`config.mk`:
```
export PLATFORM = sky130hd
export DESIGN_NAME = restoring_divider_flat
export DESIGN_NICKNAME = d
export VERILOG_FILES = /design/src/rtl/restoring_divider_if.sv /design/src/rtl/restoring_divider.sv /design/src/flat_wrapper.sv
export SDC_FILE = /design/constraint.sdc
export NUM_CORES = 1
export LEC_CHECK = 0
export BUFFER_PORTS_ARGS = -buffer_cell sky130_fd_sc_hd__buf_2
export CORE_MARGIN = 5
export CORE_UTILIZATION = 55
export CTS_CLUSTER_SIZE = 30
export DETAILED_ROUTE_END_ITERATION = 10
export HOLD_SLACK_MARGIN = 0.06
export PLACE_DENSITY = 0.77
export SLEW_MARGIN = 10
export SYNTH_ARGS = -nofsm -noshare
export SYNTH_HDL_FRONTEND = slang
export SYNTH_SLANG_ARGS = --single-unit
```
`constraint.sdc`:
```
create_clock -name clk_i -period 5.1 [get_ports clk_i]
set_input_delay 0.765 -clock clk_i [delete_from_list [all_inputs] [get_ports clk_i]]
set_output_delay 0.765 -clock clk_i [all_outputs]
set_load 0.1 [all_outputs]
```
`src/rtl/restoring_divider_if.sv`:
```
// restoring_divider_if
//
// Bundles the front-panel side of the restoring divider: the Run level, the
// switch operand with its two load buttons, and the result / status signals
// that feed the hex-display drivers.
//
// Signals:
//   run          - level; starts one operation when the divider is idle
//   din          - operand value from the switches
//   loadDividend - copy din into the dividend register (idle/hold only)
//   loadDivisor  - copy din into the divisor register (idle/hold only)
//   quotient     - working / quotient register
//   remainder    - low WIDTH bits of the partial remainder
//   divByZero    - last started operation had a zero divisor
//   busy         - shift/subtract sequence in progress
//   done         - result is being held
//
// Modports:
//   master - the switch/button side (drives run, din and loads)
//   slave  - the divider itself
interface restoring_divider_if #(
  parameter int WIDTH = 8
);

  logic             run;
  logic [WIDTH-1:0] din;
  logic             loadDividend;
  logic             loadDivisor;
  logic [WIDTH-1:0] quotient;
  logic [WIDTH-1:0] remainder;
  logic             divByZero;
  logic             busy;
  logic             done;

  modport master (
    output run,
    output din,
    output loadDividend,
    output loadDivisor,
    input  quotient,
    input  remainder,
    input  divByZero,
    input  busy,
    input  done
  );

  modport slave (
    input  run,
    input  din,
    input  loadDividend,
    input  loadDivisor,
    output quotient,
    output remainder,
    output divByZero,
    output busy,
    output done
  );

endinterface

```
`src/rtl/restoring_divider.sv`:
```
// restoring_divider
//
// Sequential unsigned divider using the restoring shift/subtract method:
// each quotient bit costs one Shift cycle and one Sub (trial subtract)
// cycle, so a WIDTH-bit divide takes 2*WIDTH cycles after Run is sampled.
// Operands are loaded from switches while idle or holding; Run starts one
// operation and the result is held until Run is released.
//
// Ports:
//   clk_i  - system clock, all state changes on the rising edge
//   rst_i  - synchronous active-high reset; clears every register and
//            returns the controller to Start
//   bus    - restoring_divider_if.slave: run, din, loadDividend,
//            loadDivisor in; quotient, remainder, divByZero, busy, done out
module restoring_divider #(
  parameter int WIDTH = 8
) (
  input logic               clk_i,
  input logic               rst_i,
  restoring_divider_if.slave bus
);

  // The bit counter only has to reach WIDTH-1.
  localparam int              CNT_W    = (WIDTH > 2) ? $clog2(WIDTH) : 1;
  localparam logic [CNT_W-1:0] LAST_CNT = CNT_W'(WIDTH - 1);

  typedef enum logic [1:0] {
    START = 2'd0,
    SHIFT = 2'd1,
    SUB   = 2'd2,
    HOLD  = 2'd3
  } state_e;

  state_e state_q, state_d;

  logic [WIDTH-1:0] dividend_q, dividend_d;
  logic [WIDTH-1:0] divisor_q, divisor_d;
  logic [WIDTH-1:0] quotient_q, quotient_d;
  logic [WIDTH:0]   remainder_q, remainder_d;
  logic [CNT_W-1:0] count_q, count_d;
  logic             divByZero_q, divByZero_d;

  logic             busyOut;
  logic             doneOut;

  logic             divisorZero;
  logic             lastBit;
  logic             loadEnable;
  logic             fits;
  logic [WIDTH:0]   divisorExt;
  logic [WIDTH:0]   trialDiff;

  // After a shift the partial remainder can reach 2*divisor-1, which needs
  // WIDTH+1 bits, so the trial subtract is done at WIDTH+1 bits against a
  // zero-extended divisor.
  assign divisorExt  = {1'b0, divisor_q};
  assign trialDiff   = remainder_q - divisorExt;
  assign fits        = (remainder_q >= divisorExt);
  assign divisorZero = (divisor_q == '0);
  assign lastBit     = (count_q == LAST_CNT);

  // Loads are only honoured while idle or holding. In the Start cycle that
  // launches an operation they are ignored so the operation uses the
  // operands that were present before the Run edge.
  assign loadEnable = (state_q == HOLD) || ((state_q == START) && !bus.run);

  // State register.
  always_ff @(posedge clk_i) begin
    if (rst_i) begin
      state_q <= START;
    end else begin
      state_q <= state_d;
    end
  end

  // Next-state logic. A zero divisor skips the shift/subtract loop and goes
  // straight to Hold; Hold only returns to Start once Run is released, so
  // holding Run high yields exactly one operation.
  always_comb begin
    state_d = state_q;
    unique case (state_q)
      START: begin
        if (bus.run) begin
          state_d = divisorZero ? HOLD : SHIFT;
        end
      end
      SHIFT: state_d = SUB;
      SUB:   state_d = lastBit ? HOLD : SHIFT;
      HOLD: begin
        if (!bus.run) begin
          state_d = START;
        end
      end
      default: state_d = START;
    endcase
  end

  // Output decode: status outputs depend on the registered state only.
  always_comb begin
    busyOut = 1'b0;
    doneOut = 1'b0;
    unique case (state_q)
      SHIFT, SUB: busyOut = 1'b1;
      HOLD:       doneOut = 1'b1;
      default: begin
        busyOut = 1'b0;
        doneOut = 1'b0;
      end
    endcase
  end

  // Datapath next-state. Operand loads are independent of the result
  // registers; the result registers only move on the launching Start edge
  // and during Shift/Sub.
  always_comb begin
    dividend_d  = dividend_q;
    divisor_d   = divisor_q;
    quotient_d  = quotient_q;
    remainder_d = remainder_q;
    count_d     = count_q;
    divByZero_d = divByZero_q;

    if (loadEnable && bus.loadDividend) begin
      dividend_d = bus.din;
    end
    if (loadEnable && bus.loadDivisor) begin
      divisor_d = bus.din;
    end

    unique case (state_q)
      START: begin
        if (bus.run) begin
          if (divisorZero) begin
            // Divide by zero reports all-ones and passes the dividend
            // through as the remainder.
            quotient_d  = '1;
            remainder_d = {1'b0, dividend_q};
            divByZero_d = 1'b1;
          end else begin
            quotient_d  = dividend_q;
            remainder_d = '0;
            count_d     = '0;
            divByZero_d = 1'b0;
          end
        end
      end
      SHIFT: begin
        // {R,Q} shifts left as one long register; the remainder is always
        // below the divisor before the shift, so its top bit is free.
        remainder_d = {remainder_q[WIDTH-1:0], quotient_q[WIDTH-1]};
        quotient_d  = {quotient_q[WIDTH-2:0], 1'b0};
      end
      SUB: begin
        if (fits) begin
          remainder_d   = trialDiff;
          quotient_d[0] = 1'b1;
        end
        if (!lastBit) begin
          count_d = count_q + 1'b1;
        end
      end
      default: begin
        quotient_d = quotient_q;
      end
    endcase
  end

  // Datapath registers with synchronous reset; a reset mid-operation wipes
  // the operands as well as any partial result.
  always_ff @(posedge clk_i) begin
    if (rst_i) begin
      dividend_q  <= '0;
      divisor_q   <= '0;
      quotient_q  <= '0;
      remainder_q <= '0;
      count_q     <= '0;
      divByZero_q <= 1'b0;
    end else begin
      dividend_q  <= dividend_d;
      divisor_q   <= divisor_d;
      quotient_q  <= quotient_d;
      remainder_q <= remainder_d;
      count_q     <= count_d;
      divByZero_q <= divByZero_d;
    end
  end

  assign bus.quotient  = quotient_q;
  assign bus.remainder = remainder_q[WIDTH-1:0];
  assign bus.divByZero = divByZero_q;
  assign bus.busy      = busyOut;
  assign bus.done      = doneOut;

endmodule

```
`src/flat_wrapper.sv`:
```
// flat-port wrapper written by rule: the top's interface ports become plain ports
module restoring_divider_flat 
#(
  parameter int WIDTH = 8
)
  (clk_i, rst_i, bus_run, bus_din, bus_loadDividend, bus_loadDivisor, bus_quotient, bus_remainder, bus_divByZero, bus_busy, bus_done);
  restoring_divider_if #(.WIDTH(WIDTH)) bus_i ();
  input logic clk_i;
  input logic rst_i;
  input wire logic [$bits(bus_i.run)-1:0] bus_run;
  input wire logic [$bits(bus_i.din)-1:0] bus_din;
  input wire logic [$bits(bus_i.loadDividend)-1:0] bus_loadDividend;
  input wire logic [$bits(bus_i.loadDivisor)-1:0] bus_loadDivisor;
  output wire logic [$bits(bus_i.quotient)-1:0] bus_quotient;
  output wire logic [$bits(bus_i.remainder)-1:0] bus_remainder;
  output wire logic [$bits(bus_i.divByZero)-1:0] bus_divByZero;
  output wire logic [$bits(bus_i.busy)-1:0] bus_busy;
  output wire logic [$bits(bus_i.done)-1:0] bus_done;
  assign bus_i.run = bus_run;
  assign bus_i.din = bus_din;
  assign bus_i.loadDividend = bus_loadDividend;
  assign bus_i.loadDivisor = bus_loadDivisor;
  assign bus_quotient = bus_i.quotient;
  assign bus_remainder = bus_i.remainder;
  assign bus_divByZero = bus_i.divByZero;
  assign bus_busy = bus_i.busy;
  assign bus_done = bus_i.done;
  restoring_divider #(.WIDTH(WIDTH)) u_core (.clk_i(clk_i), .rst_i(rst_i), .bus(bus_i));
endmodule
```
# Word level (Yosys, flattened, before mapping)
# Cells that the tools add are included.
# op_classes
muxes	21
n_lt_le_gt_ge	1
reduce_logical	16
eq_ne	9
add_sub_neg	2
# op_table
op	n
one-hot mux 9 bit (3 select lines)	1
2-to-1 mux 8 bit	3
2-to-1 mux 9 bit	2
one-hot mux 7 bit (2 select lines)	1
greater-or-equal comparator 9 x 8 -> 1 bit	1
2-to-1 mux 3 bit	3
subtractor 9 x 8 -> 9 bit	1
logical NOT 8 bit	1
2-to-1 mux 2 bit	4
!= test 2 bit (second input constant)	4
one-hot mux 2 bit (4 select lines)	1
one-hot mux 3 bit (2 select lines)	1
AND reduction 2 bit	3
equality test 2 bit (second input constant)	2
2-to-1 mux 1 bit	4
AND reduction 4 bit	1
nonzero test 2 bit	2
adder 3 x 1 -> 3 bit (second input constant)	1
equality test 3 bit (second input constant)	1
logical AND 1 bit	3
one-hot mux 1 bit (3 select lines)	1
AND reduction 3 bit	1
nonzero test 3 bit	1
equality test 2 x 1 -> 1 bit (second input constant)	1
other kinds (5)	5
# word_totals
output_inout_bits	19
register_bits	39
word_cells	57

# Longest topological paths before layout
# Gate-level depths: netlist of run 1.
# depth
depth_word	4
mapped_depth	9

# Worst setup path before layout of run 1
# OpenSTA, ideal clock, no wires.
# synth_timing
kind	flip-flop to flip-flop
startpoint	register u_core.state_q[0]
endpoint	register u_core.remainder_q[3]
path_buffers	0
synth_period_minus_slack_ps	2335
path_stages_with_launch	6
required_ps	5012
path_slack_ps	2765
setup_time_ps	88
arrival_ps	2247
cell_sequence	dfxtp_1 > inv_1 > ha_1 > nand2_1 > or3_2 > a311oi_2
# synth_between
elab_chain_len	3
# synth_rtl
item	line_no	rtl
start: declaration	restoring_divider.sv:34	state_e state_q, state_d;
start signal: assignment	restoring_divider.sv:72	state_q <= state_d;
equality test 2 bit, or another cell as far along	restoring_divider.sv:130	unique case (state_q)
!= test 2 x 1 -> 1 bit (no line), or another cell as far along	-	
AND reduction 3 bit (no line)	-	
end signal: assignment	restoring_divider.sv:182	remainder_q <= remainder_d;
end: declaration	restoring_divider.sv:39	logic [WIDTH:0] remainder_q, remainder_d;
# Parallel ways exist; a longest one is shown, timed or not.
# A chain may end at the register's enable or synchronous reset.

# Worst setup path in the final report of run 1
# layout_timing
startpoint	register u_core.state_q[1]
endpoint	output port bus_busy
# layout_between
elab_chain_len	3
# layout_rtl
item	line_no	rtl
equality test 2 bit / equality test 2 x 1 -> 1 bit (equally long branches)	restoring_divider.sv:102	unique case (state_q)
OR reduction 2 bit *	restoring_divider.sv:102	
2-to-1 mux 1 bit *	restoring_divider.sv:102	
end: declaration	flat_wrapper.sv:17	output wire logic [$bits(bus_i.busy)-1:0] bus_busy;
# Every way passes the cells marked *; elsewhere a longest branch is shown, timed or not.

==> impl_metrics.tcl, run 1 <==
set metrics [dict create \
    ios 32 \
    syn_area_um2 2385 \
    status "finished, final reports clean" \
    area_growth_pct 6.034 \
    start_util_pct 55.54 \
    rows 24 \
    maxCapViolCount 0 \
    cp.buffers_inverters 2 \
    layout_common_cells "dfxtp_1, buf_2, nor2_1" \
    path_clk_slew_ns 0.08 \
    dpl.hpwl_mm 4.318 \
    setup_violations 0 \
    crit_family "buffers and inverters" \
    avgViaCountPerCell 5.997 \
    clock-sinks 39 \
    drive_above_1_share_pct 19.67 \
    place.port_buffers 31 \
    cts_tree "done" \
    drt-pass1-iter-count 4 \
    global_route.overflow_total 0 \
    drt_iter0_markers 197 \
    grt_pass1_vias 1931 \
    yosys.area_share.xor_xnor_pct 0.7345 \
    worstPathArrival_ns 1.91 \
    crit_fanout 16 \
    worstHoldStart "u_core.divisor_q[2]" \
    synth_cell_type_count 54 \
    die_area_um2 5753 \
    root_buffer "clkbuf_8" \
    synth.area.top_cells "dfxtp_1, ha_1, a21oi_1" \
    hold_buffers 0 \
    ant_nets 0 \
    required_ns 4.34 \
    yosys.area_share.simple_pct 21.30 \
    n_antenna_cell 0 \
    drv_slew 0 \
    h-tree-depth 2 \
    seq_area_frac_synth_pct 32.74 \
    hold_path_depth 2 \
    core_um2 4294 \
    grtUsageTotal_pct 21.39 \
    synth_area_per_cell_um2 8.338 \
    crit_path_start_kind "register" \
    r2r.worst_path.cells 7 \
    die_w_um 75.85 \
    max_stage_delay_ns 0.60 \
    grt_max_degree 38 \
    cp.depth 3 \
    path_cells "inv_1 > ha_1 > buf_2" \
    yosysTopAreaCellShare_pct 32.74 \
    synth_top_family_by_area "compound AO/OA/AOI/OAI gates" \
    hp-class "register to register" \
    vias 2111 \
    synth_largest_area_cell "dfxtp_1" \
    rsz0062_at_grt "false" \
    nNetsFinal 327 \
    die_y_um 75.85 \
    finalHoldViolations 0 \
    syn_inst 286 \
    tns_ns 0 \
    remaining_drc_errors 0 \
    cts_buffer_depth 2 \
    final-seq-area_um2 780.7 \
    cts_resized 0 \
    end_kind "output port" \
    cts_inserted_buffers 5 \
    timing.final.crit_period_ns 2.670 \
    period_share_pct 52.35 \
    post_cts_buffers 0 \
    muxShareOfSynthArea_pct 2.099 \
    tightest_slew_ns 0.8498 \
    finClkSkew_ns 0.007282 \
    grt_pass1_wl_mm 9.135 \
    wl_per_cell_um 16.22 \
    yosys.area_share.adder_pct 8.185 \
    final.fill_count 428 \
    path_class "register to output port" \
    critPathLaunch "u_core.state_q[1]" \
    antenna_found_initial 0 \
    relSlewSlack_pct 42.96 \
    rr_startpoint "u_core.divisor_q[5]" \
    gp_congestion 0.9926 \
    final_common_cell "dfxtp_1" \
    synth_nets 314 \
    ys_warn_count 0 \
    synth_compound_area_share_pct 24.82 \
    wirelength_mm 5.709 \
    multi_input_area_um2 1363 \
    insertion_delay_ns 0.30 \
    max_freq_ghz 0.3745 \
    worst_path_max_delay_cell "ha_1" \
    synth-seq-cells 39 \
]
## cell usage after synthesis, drive strengths merged
| master | number |
|---|---|
| a21oi | 25 |
| o22ai | 9 |
| o211a | 1 |
| a21boi | 1 |
| clkbuf | 9 |
| nor3 | 8 |
| nand3 | 21 |
| a311oi | 3 |
| nand2 | 27 |
| a31o | 2 |
| or2 | 2 |
| fa | 1 |
| a31oi | 2 |
| o31ai | 3 |
| nand3b | 1 |
| o41a | 1 |
| nor2b | 2 |
| or4 | 1 |
| xor2 | 2 |
| a221oi | 1 |
| buf | 16 |
| o21ai | 9 |
| o311a | 1 |
| or4b | 1 |
| o211ai | 1 |
| a211oi | 15 |
| nand4 | 3 |
| nor2 | 29 |
| a21o | 2 |
| a22oi | 4 |
| dfxtp | 39 |
| or3 | 2 |
| nor4 | 2 |
| ha | 14 |
| inv | 14 |
| mux2i | 5 |
| a32oi | 3 |
| nand2b | 1 |
| and2 | 3 |
## per-layer routing
metal	global-route usage (%)	wire [um]
met1	28.33	2574
met2	33.75	2699
met3	5.013	327
met5	0	0
met4	7.961	108
## per-stage QoR
stage	std cells	worst slack, ns	util, %	hold slack, ns	instance area, um2
final	352	2.430	58.89	0.4818	2529
after global routing	352	2.312	58.89	0.5114	2529
after CTS	352	2.437	58.89	0.4828	2529
after detailed placement	344	2.739	56.26	0.4747	2416
after global placement	344	2.829	56.26	0.4678	2416
after floorplan	286	2.765	-	0.4491	2385
## flip-flops by register name, indices dropped and copies added (netlist names)
register and flops:
u_core.state_q 2, u_core.count_q 3, u_core.bus.divByZero 1, u_core.remainder_q 9, u_core.divisor_q 8, u_core.dividend_q 8, u_core.bus.quotient 8
## tightest hold or removal path, cell delays in order, from the launching register on
cell	delay [ns]
dfxtp_1	0.33
nand2_1	0.06
a21oi_1	0.05
## cells by family after synthesis
logic type | count (synthesis)
compound gates | 83
simple gates | 103
buf+inv | 39
flops | 39
xor+xnor | 2
mux | 5
fa+ha+maj | 15
## worst paths after layout
kind                                end  slack, ns
setup / recovery               bus_busy       2.43
hold / removal      u_core.divisor_q[2]       0.48
setup reg to reg  u_core.remainder_q[3]       2.68
hold reg to reg     u_core.divisor_q[2]       0.48
## area by class of cell
| type | instances | area share, % |
|---|---|---|
| flip-flops and latches | 39 | 30.88 |
| repair buffers | 31 | 6.136 |
| clock buffers | 5 | 2.721 |
| clock inverters | 3 | 1.732 |
| well taps | 52 | 2.573 |
| multi-input cells | 208 | 53.88 |
| inverters | 14 | 2.078 |
Power of run 1 is not shown: default switching activity piles up to over one toggle a cycle in this logic, so the estimate is an artifact.
==> run 2, diff against run 1 <==
CORE_UTILIZATION = 52   (was 55)
PLACE_DENSITY = 0.76   (was 0.77)
clock period = 2.45 ns   (was 5.1 ns; I/O delays follow)
==> run 2 against run 1 <==
Effect of this change:
- die area increased by 5.0%
- largest cell class unchanged
- sequential share of layout area is 0.48 points lower
- first-iteration DRC count decreased by 14%
==> impl_metrics.tcl, run 2 (synthesis results as in run 1) <==
set metrics [dict create \
    worstPathArrival_ns 2.42 \
    relSlewSlack_pct 65.10 \
    period_share_pct 89.91 \
    max_freq_ghz 0.4540 \
    whs_ns 0.3316 \
    hold_buffers 0 \
    drt_iter0_markers 169 \
    final_cells 360 \
    gr-usage-met2_pct 31.05 \
    status "finished, final reports clean" \
    maxCapViolCount 0 \
    cts_tree "done" \
    worstHoldStart "bus_din[5]" \
    n_antenna_cell 0 \
    end_kind "register" \
    grt_busiest_layer "met2" \
    finClkSkew_ns 0.003183 \
    grt_pass1_wl_mm 9.984 \
    root_buffer "clkbuf_8" \
    top_register "u_core.remainder_q" \
    grtUsageMet3_pct 5.093 \
    layout_common_cells "dfxtp_1, buf_2, nor2_1" \
    clock-sinks 39 \
    tightest_slew_ns 0.5192 \
    critPathLaunch "u_core.divisor_q[2]" \
    ant_nets 0 \
    grt_max_degree 25 \
    place.port_buffers 31 \
    wl_per_cell_um 15.99 \
    grtUsageTotal_pct 20.41 \
    timing.final.crit_period_ns 2.203 \
    required_ns 2.66 \
    crit_path_start_kind "register" \
    die_area_um2 6040 \
    antenna_found_initial 0 \
    setup_violations 0 \
    gp_congestion 0.9753 \
    ios 32 \
    grt_pass1_vias 2081 \
    hp-class "input port to register" \
    cts_buffer_depth 2 \
    insertion_delay_ns 0.30 \
    rows 24 \
    tns_ns 0 \
    rr_startpoint "u_core.divisor_q[2]" \
    avgViaCountPerCell 5.972 \
    drv_slew 0 \
    final_common_cell "dfxtp_1" \
    crit_fanout 9 \
    drt-pass1-iter-count 4 \
    rsz0062_at_grt "false" \
    nNetsFinal 335 \
    core_um2 4414 \
    cts_resized 0 \
    final.fill_count 407 \
    cts_inserted_buffers 5 \
    grt_util_met1_pct 27.91 \
    start_util_pct 54.02 \
    vias 2150 \
    path_class "register to register" \
    area_growth_pct 7.712 \
    dpl.hpwl_mm 4.454 \
    remaining_drc_errors 0 \
    finalHoldViolations 0 \
    largest_reg_flops 9 \
    placed_cells 352 \
    drive_above_1_share_pct 21.75 \
    die_w_um 77.72 \
    die_y_um 77.72 \
    h-tree-depth 2 \
    wirelength_mm 5.758 \
    post_cts_buffers 0 \
    global_route.overflow_total 0 \
    path_clk_slew_ns 0.08 \
]
==> run 2: final cells by class <==
type | count | area, um2 | area share, %
clock buffers | 5 | 68.82 | 2.679
clock inverters | 3 | 23.77 | 0.9255
inverters | 14 | 52.55 | 2.046
multi-input cells | 208 | 1363 | 53.04
flip-flops and latches | 39 | 780.7 | 30.39
well taps | 52 | 65.06 | 2.533
repair buffers | 39 | 215.2 | 8.378
==> run 2: critical path: stages (launching register included) <==
cell      delay [ns]
dfxtp_1         0.37
inv_1           0.07
ha_1            0.37
a21oi_2         0.21
a21oi_1         0.12
o311a_1         0.35
or2_1           0.38
a311oi_2        0.25
==> run 2: per-layer routing <==
metal	up-vias	share of wire, %
li1	1074	-
met1	1004	44
met2	64	47
met3	8	7.2
met4	0	1.4
met5	-	0
==> run 2: path summary, 6_finish.rpt <==
kind	slack, ns	cells past startpoint	endpoint
worst max-delay path	0.25	7	u_core.remainder_q[4]
worst min-delay path	0.33	3	u_core.divisor_q[5]
worst max register to register	0.25	7	u_core.remainder_q[4]
worst min register to register	0.48	2	u_core.bus.divByZero
==> run 2: metrics by stage <==
stage | setup slack (ns) | utilization (%) | area [um2]
2_1_floorplan | 0.1153 | - | 2385
3_3_place_gp | 0.3591 | 56.09 | 2476
3_5_place_dp | 0.2660 | 56.09 | 2476
4_1_cts | 0.2519 | 58.19 | 2569
5_1_grt | 0.1024 | 58.19 | 2569
6_report | 0.2471 | 58.19 | 2569
Power of run 2 is left out for the same reason.
==> run 3, diff against run 2 <==
CORE_ASPECT_RATIO = 1.5   (was not set)
==> run 3 against run 2 <==
Effect of this change:
- die area up 0.47%
- count of clock-buffer cells in the layout is 1 higher
- fmax increased by 1.3%
- non-clock buffer count stayed put
- cell count down 1.1%
- global-route usage fell by 0.060 points
- first-iteration DRC count fell by 40%
- final area down 0.49%
- sequential cell count is the same
- setup slack better by 0.029 ns
==> impl_metrics.tcl, run 3 (synthesis results as in run 1) <==
set metrics [dict create \
    status "finished, final reports clean" \
    core_um2 4504 \
    remaining_drc_errors 0 \
    area_growth_pct 7.188 \
    antenna_found_initial 0 \
    path_cells "inv_1 > ha_1 > a21oi_2 > a21oi_1 > o311a_1 > or2_1 > a311oi_2" \
    grt_pass1_wl_mm 9.701 \
    timing.final.crit_period_ns 2.174 \
    required_ns 2.66 \
    root_buffer "clkbuf_8" \
    end_kind "register" \
    finClkSkew_ns 0.01305 \
    drt-pass1-iter-count 4 \
    die_w_um 65.30 \
    post_cts_buffers 0 \
    die_y_um 92.94 \
    avgViaCountPerCell 6.000 \
    final_common_cell "dfxtp_1" \
    cts_buffer_depth 2 \
    drt_iter0_markers 101 \
    r2r_setup_slack_ns 0.28 \
    vias 2136 \
    setup_violations 0 \
    cts_inserted_buffers 5 \
    global_route.overflow_total 0 \
    placed_cells 348 \
    drv_slew 0 \
    insertion_delay_ns 0.29 \
    max_freq_ghz 0.4600 \
    grtUsageTotal_pct 20.35 \
    wl_per_cell_um 16.05 \
    tns_ns 0 \
    worstPathArrival_ns 2.39 \
    place.port_buffers 31 \
    grt_pass1_vias 2080 \
    final_cells 356 \
    top_register "u_core.remainder_q" \
    clock-sinks 39 \
    cts_tree "done" \
    crit_fanout 9 \
    path_clk_slew_ns 0.08 \
    max_stage_delay_ns 0.39 \
    dpl.hpwl_mm 4.374 \
    relSlewSlack_pct 67.30 \
    tightest_slew_ns 0.4939 \
    cts_resized 0 \
    layout_common_cells "dfxtp_1, buf_2, nor2_1" \
    largest_reg_flops 9 \
    maxCapViolCount 0 \
    finalHoldViolations 0 \
    worst_path_max_delay_cell "or2_1" \
    nNetsFinal 335 \
    n_antenna_cell 0 \
    ant_nets 0 \
    drive_above_1_share_pct 21.43 \
    path_class "register to register" \
    period_share_pct 88.73 \
    ios 32 \
    grt_max_degree 23 \
    gp_congestion 0.9022 \
    wirelength_mm 5.714 \
    h-tree-depth 2 \
    hold_buffers 0 \
    start_util_pct 52.94 \
    rows 30 \
    die_area_um2 6069 \
    crit_path_start_kind "register" \
    hp-class "input port to register" \
    rsz0062_at_grt "false" \
]
==> run 3: metrics by stage <==
| step | area, um2 | hold slack (ns) | setup slack [ns] | util [%] |
|---|---|---|---|---|
| after detailed placement | 2471 | 0.4692 | 0.2787 | 54.86 |
| after CTS | 2556 | 0.3291 | 0.2641 | 56.75 |
| final | 2556 | 0.3387 | 0.2762 | 56.75 |
| after floorplan | 2385 | 0.4491 | 0.1153 | - |
| after global routing | 2556 | 0.3378 | 0.09284 | 56.75 |
| after global placement | 2471 | 0.4710 | 0.3333 | 54.86 |
==> run 3: layer usage <==
layer,GRT usage (%),vias up,share of wire (%)
met5,0,-,0
met4,7.266,0,1.6
met3,3.277,8,3.3
met2,36.52,46,53
met1,23.82,1009,42
li1,-,1073,-
==> run 3: area by class of cell <==
| type | instances | area (um2) |
|---|---|---|
| Inverter | 14 | 52.55 |
| Multi-Input combinational cell | 208 | 1363 |
| Clock inverter | 2 | 12.51 |
| Clock buffer | 6 | 72.57 |
| Fill cell | 434 | 1948 |
| Timing Repair Buffer | 39 | 215.2 |
| Tap cell | 48 | 60.06 |
| Sequential cell | 39 | 780.7 |
==> run 3: final timing paths <==
check / start / end / cells after the start
max: u_core.divisor_q[2] / u_core.remainder_q[3] / 7
min reg2reg: u_core.bus.divByZero / u_core.bus.divByZero / 2
min: bus_din[6] / u_core.dividend_q[6] / 3
max reg2reg: u_core.divisor_q[2] / u_core.remainder_q[3] / 7
==> run 3: worst max-delay path: cells and delay by family (launching register included) <==
kind / cells / cell delay, ns
flops: 1 / 0.37
compound gates: 4 / 0.93
buf+inv: 1 / 0.06
simple gates: 1 / 0.39
fa+ha+maj: 1 / 0.36
Power of run 3 is left out for the same reason.
